===== src/rtl/serial_tx.sv =====
// Serial transmitter fed by the 1-byte shared register: completes the rd handshake,
// captures the byte and sends it as an 8N1-style frame (1 or 2 stop bits) on tx.
module serial_tx #(
    parameter int CLKS_PER_BIT = 104,
    parameter int STOP_BITS    = 1
) (
    input  logic       clk,
    input  logic       nrst,
    input  logic       has_data,
    input  logic [7:0] rd_data,
    output logic       rd,
    output logic       tx,
    output logic       busy
);

    // state   | meaning
    // IDLE    | line idle high, waiting for has_data
    // ACK     | rd high for exactly one clock
    // RELEASE | wait for the upstream register to drop has_data
    // START   | start bit (tx=0)
    // DATA    | 8 data bits, LSB first
    // STOP    | stop bit(s), tx=1
    typedef enum logic [2:0] {
        IDLE,
        ACK,
        RELEASE,
        START,
        DATA,
        STOP
    } state_t;

    localparam logic [15:0] CNT_LAST  = 16'(CLKS_PER_BIT - 1);
    localparam logic        STOP_LAST = (STOP_BITS == 2);

    state_t      state, state_nxt;
    logic [7:0]  shift, shift_nxt;
    logic [15:0] cnt, cnt_nxt;
    logic [2:0]  bit_idx, bit_idx_nxt;
    logic        stop_cnt, stop_cnt_nxt;
    logic        rd_nxt, tx_nxt, busy_nxt;
    logic        bit_done;

    assign bit_done = (cnt == CNT_LAST);

    always_ff @(posedge clk or negedge nrst) begin
        if (!nrst) begin
            state    <= IDLE;
            shift    <= '0;
            cnt      <= '0;
            bit_idx  <= '0;
            stop_cnt <= 1'b0;
            rd       <= 1'b0;
            tx       <= 1'b1;
            busy     <= 1'b0;
        end else begin
            state    <= state_nxt;
            shift    <= shift_nxt;
            cnt      <= cnt_nxt;
            bit_idx  <= bit_idx_nxt;
            stop_cnt <= stop_cnt_nxt;
            rd       <= rd_nxt;
            tx       <= tx_nxt;
            busy     <= busy_nxt;
        end
    end

    always_comb begin
        state_nxt    = state;
        shift_nxt    = shift;
        cnt_nxt      = cnt;
        bit_idx_nxt  = bit_idx;
        stop_cnt_nxt = stop_cnt;
        rd_nxt       = rd;
        tx_nxt       = tx;
        busy_nxt     = busy;

        unique case (state)
            IDLE: begin
                tx_nxt   = 1'b1;
                rd_nxt   = 1'b0;
                busy_nxt = 1'b0;
                if (has_data) begin
                    shift_nxt = rd_data;
                    rd_nxt    = 1'b1;
                    busy_nxt  = 1'b1;
                    state_nxt = ACK;
                end
            end
            ACK: begin
                rd_nxt    = 1'b0;
                state_nxt = RELEASE;
            end
            RELEASE: begin
                // a stale has_data must not start a second read of the same byte
                if (!has_data) begin
                    tx_nxt    = 1'b0;
                    cnt_nxt   = '0;
                    state_nxt = START;
                end
            end
            START: begin
                if (bit_done) begin
                    cnt_nxt     = '0;
                    bit_idx_nxt = '0;
                    tx_nxt      = shift[0];
                    state_nxt   = DATA;
                end else begin
                    cnt_nxt = cnt + 16'd1;
                end
            end
            DATA: begin
                if (bit_done) begin
                    cnt_nxt = '0;
                    if (bit_idx == 3'd7) begin
                        tx_nxt       = 1'b1;
                        stop_cnt_nxt = 1'b0;
                        state_nxt    = STOP;
                    end else begin
                        shift_nxt   = {1'b0, shift[7:1]};
                        tx_nxt      = shift[1];
                        bit_idx_nxt = bit_idx + 3'd1;
                    end
                end else begin
                    cnt_nxt = cnt + 16'd1;
                end
            end
            STOP: begin
                if (bit_done) begin
                    cnt_nxt = '0;
                    if (stop_cnt == STOP_LAST) begin
                        busy_nxt  = 1'b0;
                        state_nxt = IDLE;
                    end else begin
                        stop_cnt_nxt = 1'b1;
                    end
                end else begin
                    cnt_nxt = cnt + 16'd1;
                end
            end
            default: state_nxt = IDLE;
        endcase
    end

endmodule

===== config.mk =====
export PLATFORM = sky130hd
export DESIGN_NAME = serial_tx
export DESIGN_NICKNAME = d
export VERILOG_FILES = /design/src/rtl/serial_tx.sv
export SDC_FILE = /design/constraint.sdc
export NUM_CORES = 1
export LEC_CHECK = 0
export BUFFER_PORTS_ARGS = -buffer_cell sky130_fd_sc_hd__buf_2
export CORE_MARGIN = 2
export CORE_UTILIZATION = 40
export DETAILED_ROUTE_END_ITERATION = 6
export HOLD_SLACK_MARGIN = 0.06
export PLACE_DENSITY = 0.68
export SYNTH_ARGS = -nofsm -noshare
export SYNTH_HDL_FRONTEND = slang
export SYNTH_SLANG_ARGS = --single-unit

===== constraint.sdc =====
create_clock -name clk -period 3.6 [get_ports clk]
set_input_delay 0.72 -clock clk [delete_from_list [all_inputs] [get_ports clk]]
set_output_delay 0.72 -clock clk [all_outputs]
set_load 0.03 [all_outputs]

==> key figures <==
Placement
  • DP Worst Slack: 1.03 ns
  • Area after DPL: 0.00204 mm2
  • Post-DP HPWL: 2880 um
  • Gp weighted congestion: 0.804
  • Port Buf Inserts: 13

Synthesis
  • Post-Syn Instances: 196
  • Post-synthesis instance area: 0.00192 mm2
  • Post-synthesis sequential area ratio: 0.430
  • Synth Net Count: 210
  • Yosys reg bits: 33
  • Unique cell type count in the Yosys netlist: 43
  • Mean post-synth cell area: 9.81 um2
  • Yosys warning total: 0

Floorplan
  • Rows: 25
  • Initial Util: 0.410
  • # IOs: 14
  • Die Area: 0.00538 mm2
  • Placeable Area: 0.00469 mm2
  • Die X: 73.3 um
  • Die height: 73.3 um

Timing
  • Crit share post-route: 0.717
  • RSZ-0062 raised after global routing: false
  • Finish-stage setup viols: 0
  • Final hold violations: 0
  • Worst clock skew: 0.00894 ns
  • Max Transition Viols Final: 0
  • Maximum clock rate: 0.387 GHz
  • Final Worst Setup Slack: 1.02 ns
  • Final Hold Slack: 0.482 ns
  • Total Negative Setup Slacks: 0 ns
  • Worst-margin pin slew: 1.01 ns
  • Fin crit period: 2.58 ns
  • Normalized max-slew margin: 0.325

Global route
  • Largest net degree at the start of global routing: 34
  • Grt ovf: 0
  • First-pass GRT wire length: 7580 um
  • Initial antenna violation count: 0
  • Number of global-route vias before repair: 1591
  • GRT Util Overall: 0.182

Pwr
  • Pwr dens: 570 mW/mm2
  • Sequential Power Share: 0.472
  • Pint: 779 uW
  • Cell leakage power: 0.911 nW
  • Design Power: 1.22 mW
  • P_sw: 439 uW
  • Combinational power share: 0.272
  • Clock power frac: 0.256
  • Peak VDD IR: 247 uV
  • Sw Share: 0.360

Setup path
  • Worst path required time: 3.77 ns
  • Critical-path cell list: nor4b_2 -> nand4_2 -> a2111oi_4 -> mux2_2
  • Crit path kind: reg -> reg
  • CP endpoint kind: register
  • CP Launch Type: register
  • CP max stage cell: a2111oi_4
  • CP peak stage delay: 0.76 ns
  • Critical-path maximum fanout: 16
  • Arr. time, crit path: 2.75 ns

Cells and area
  • # fillers: 452
  • Final instance area: 0.00214 mm2
  • Sequential Area: 827 um2
  • N_diodes: 0
  • Area growth, synth to finish: 11.2%
  • Multi-input logic area: 0.00102 mm2
  • Share of post-route cells with drive strength above 1: 0.210
  • Nets: 223

Clock network
  • CTS tree: done
  • Cells resized by post-CTS repair: 0
  • Clock Sinks: 33
  • Post-CTS Hold Buffers: 0
  • Root Buffer: clkbuf_8
  • Total CTS buffers: 5
  • CTS max path bufs: 2
  • Clk pin slew, worst setup/hold paths: 0.07 ns
  • Postcts setup bufs: 0
  • Clock latency on the worst-skew pair: 0.29 ns
  • Number of H-tree levels: 2

Run
  • MaxCap Viol Count: 0

Routing
  • WL/cell: 16.1 um
  • Remaining DRCs: 0
  • Drt via density: 6.04
  • Total number of vias: 1595
  • Total Wirelength: 4250 um
  • Post-DRT Antenna Nets: 0
  • 1st-pass router iterations: 4
  • Drt first-iter violations: 117

Outcome
  • Run status: finished, final reports clean

Min path
  • Hold Path Class: in -> async
cells by family after synthesis:
logic type / count (synthesis) / synth area share
AO/OA/AOI/OAI: 47 / 0.183
flip-flops: 33 / 0.430
buffers and inverters: 21 / 0.0410
adder cells (fa/ha/maj): 3 / 0.0195
multiplexers: 20 / 0.114
AND/OR/NAND/NOR: 72 / 0.212
final cells by class:
class	count	area share
clock inverters	1	0.00234
multi-input cells	142	0.476
repair buffers	15	0.0374
well taps	54	0.0316
inverters	12	0.0211
clock buffers	7	0.0451
flip-flops and latches	33	0.387
power groups by stage:
| stage | logic, mW | registers (mW) | clock network, mW |
|---|---|---|---|
| detailed placement | 0.332 | 0.580 | 0 |
| global placement | 0.325 | 0.576 | 0 |
| floorplan | 0.246 | 0.561 | 0 |
| finish | 0.332 | 0.575 | 0.312 |
| global route | 0.378 | 0.589 | 0.346 |
| CTS | 0.334 | 0.573 | 0.322 |
cells in the final DEF (no fill, tap or decap), drive strengths merged, types with 2 or more instances in the layout:
master   netlist  layout
a31oi          8       8
nor3           8       8
nand2b         3       3
inv           12      12
nor2          16      16
ha             3       3
clkbuf         8       7
o2bb2ai        3       3
mux2          15      15
a22o           3       3
nand2          9       9
or4            2       2
dfrtp         32      32
mux2i          5       5
nand3         12      12
nor4           5       5
a21oi          4       4
o311a          2       2
o31a           2       2
nor2b          6       6
nor4b          2       2
o31ai          6       6
and3           2       2
buf            1      15
a211oi         2       2
o21ai          7       7
nand4          4       4
o211ai         2       2
Yosys cell counts, drive strengths merged:
cell type,count,area (um2)
a41oi,1,8.76
a22oi,1,7.51
a22o,3,26.3
o221ai,1,8.76
a21o,1,7.51
nor4,5,31.3
nor4b,2,38.8
dfrtp,32,801
o311ai,1,8.76
and4,1,8.76
o21a,1,7.51
o2bb2ai,3,26.3
and3,2,12.5
o211ai,2,15.0
nor3,8,40.0
a2111oi,1,27.5
nand2b,3,18.8
dfstp,1,26.3
mux2,15,169
and4bb,1,12.5
mux2i,5,50.1
nand3,12,60.1
nand3b,1,7.51
a31oi,8,50.1
nor2b,6,37.5
nand2,9,33.8
buf,1,3.75
nand4,4,31.3
o22ai,1,6.26
or4,2,15.0
nor2,16,60.1
a21oi,4,20.0
a211oi,2,15.0
o21ai,7,35.0
ha,3,37.5
inv,12,45.0
clkbuf,8,30.0
o31a,2,17.5
o311a,2,20.0
o31ai,6,45.0
state kept, by name, summed over array words and instances, names as in the netlist:
register	flops
tx	1
shift	8
bit_idx	3
rd	1
state	3
cnt	16
busy	1
metal layers:
layer / vias to the layer above / GRT usage / part of all wire
li1: 768 / - / -
met1: 777 / 0.247 / 0.47
met2: 41 / 0.281 / 0.46
met3: 9 / 0.0453 / 0.052
met4: 0 / 0.0667 / 0.019
met5: - / 0 / 0
through the flow:
stage | utilization | cells
finish | 0.456 | 264
detailed placement | 0.434 | 256
global route | 0.456 | 264
floorplan | - | 196
CTS | 0.456 | 264
global placement | 0.434 | 256
worst max-delay path: cells and delay by family (launching register included):
family / cells / cell delay (ns)
simple gates: 2 / 0.84
mux: 1 / 0.41
flops: 1 / 0.45
compound gates: 1 / 0.76
path summary, 6_finish.rpt:
kind | startpoint | endpoint | slack, ns | cells past startpoint
max reg2reg | cnt[9] | shift[2] | 1.02 | 4
max | cnt[9] | shift[2] | 1.02 | 4
min reg2reg | shift[3] | shift[3] | 0.51 | 1
min in group clk | shift[3] | shift[3] | 0.51 | 1
max in group asynchronous | nrst | cnt[0] | 2.62 | 1
min | nrst | cnt[10] | 0.48 | 1
Power figures use the tool's default switching activity.
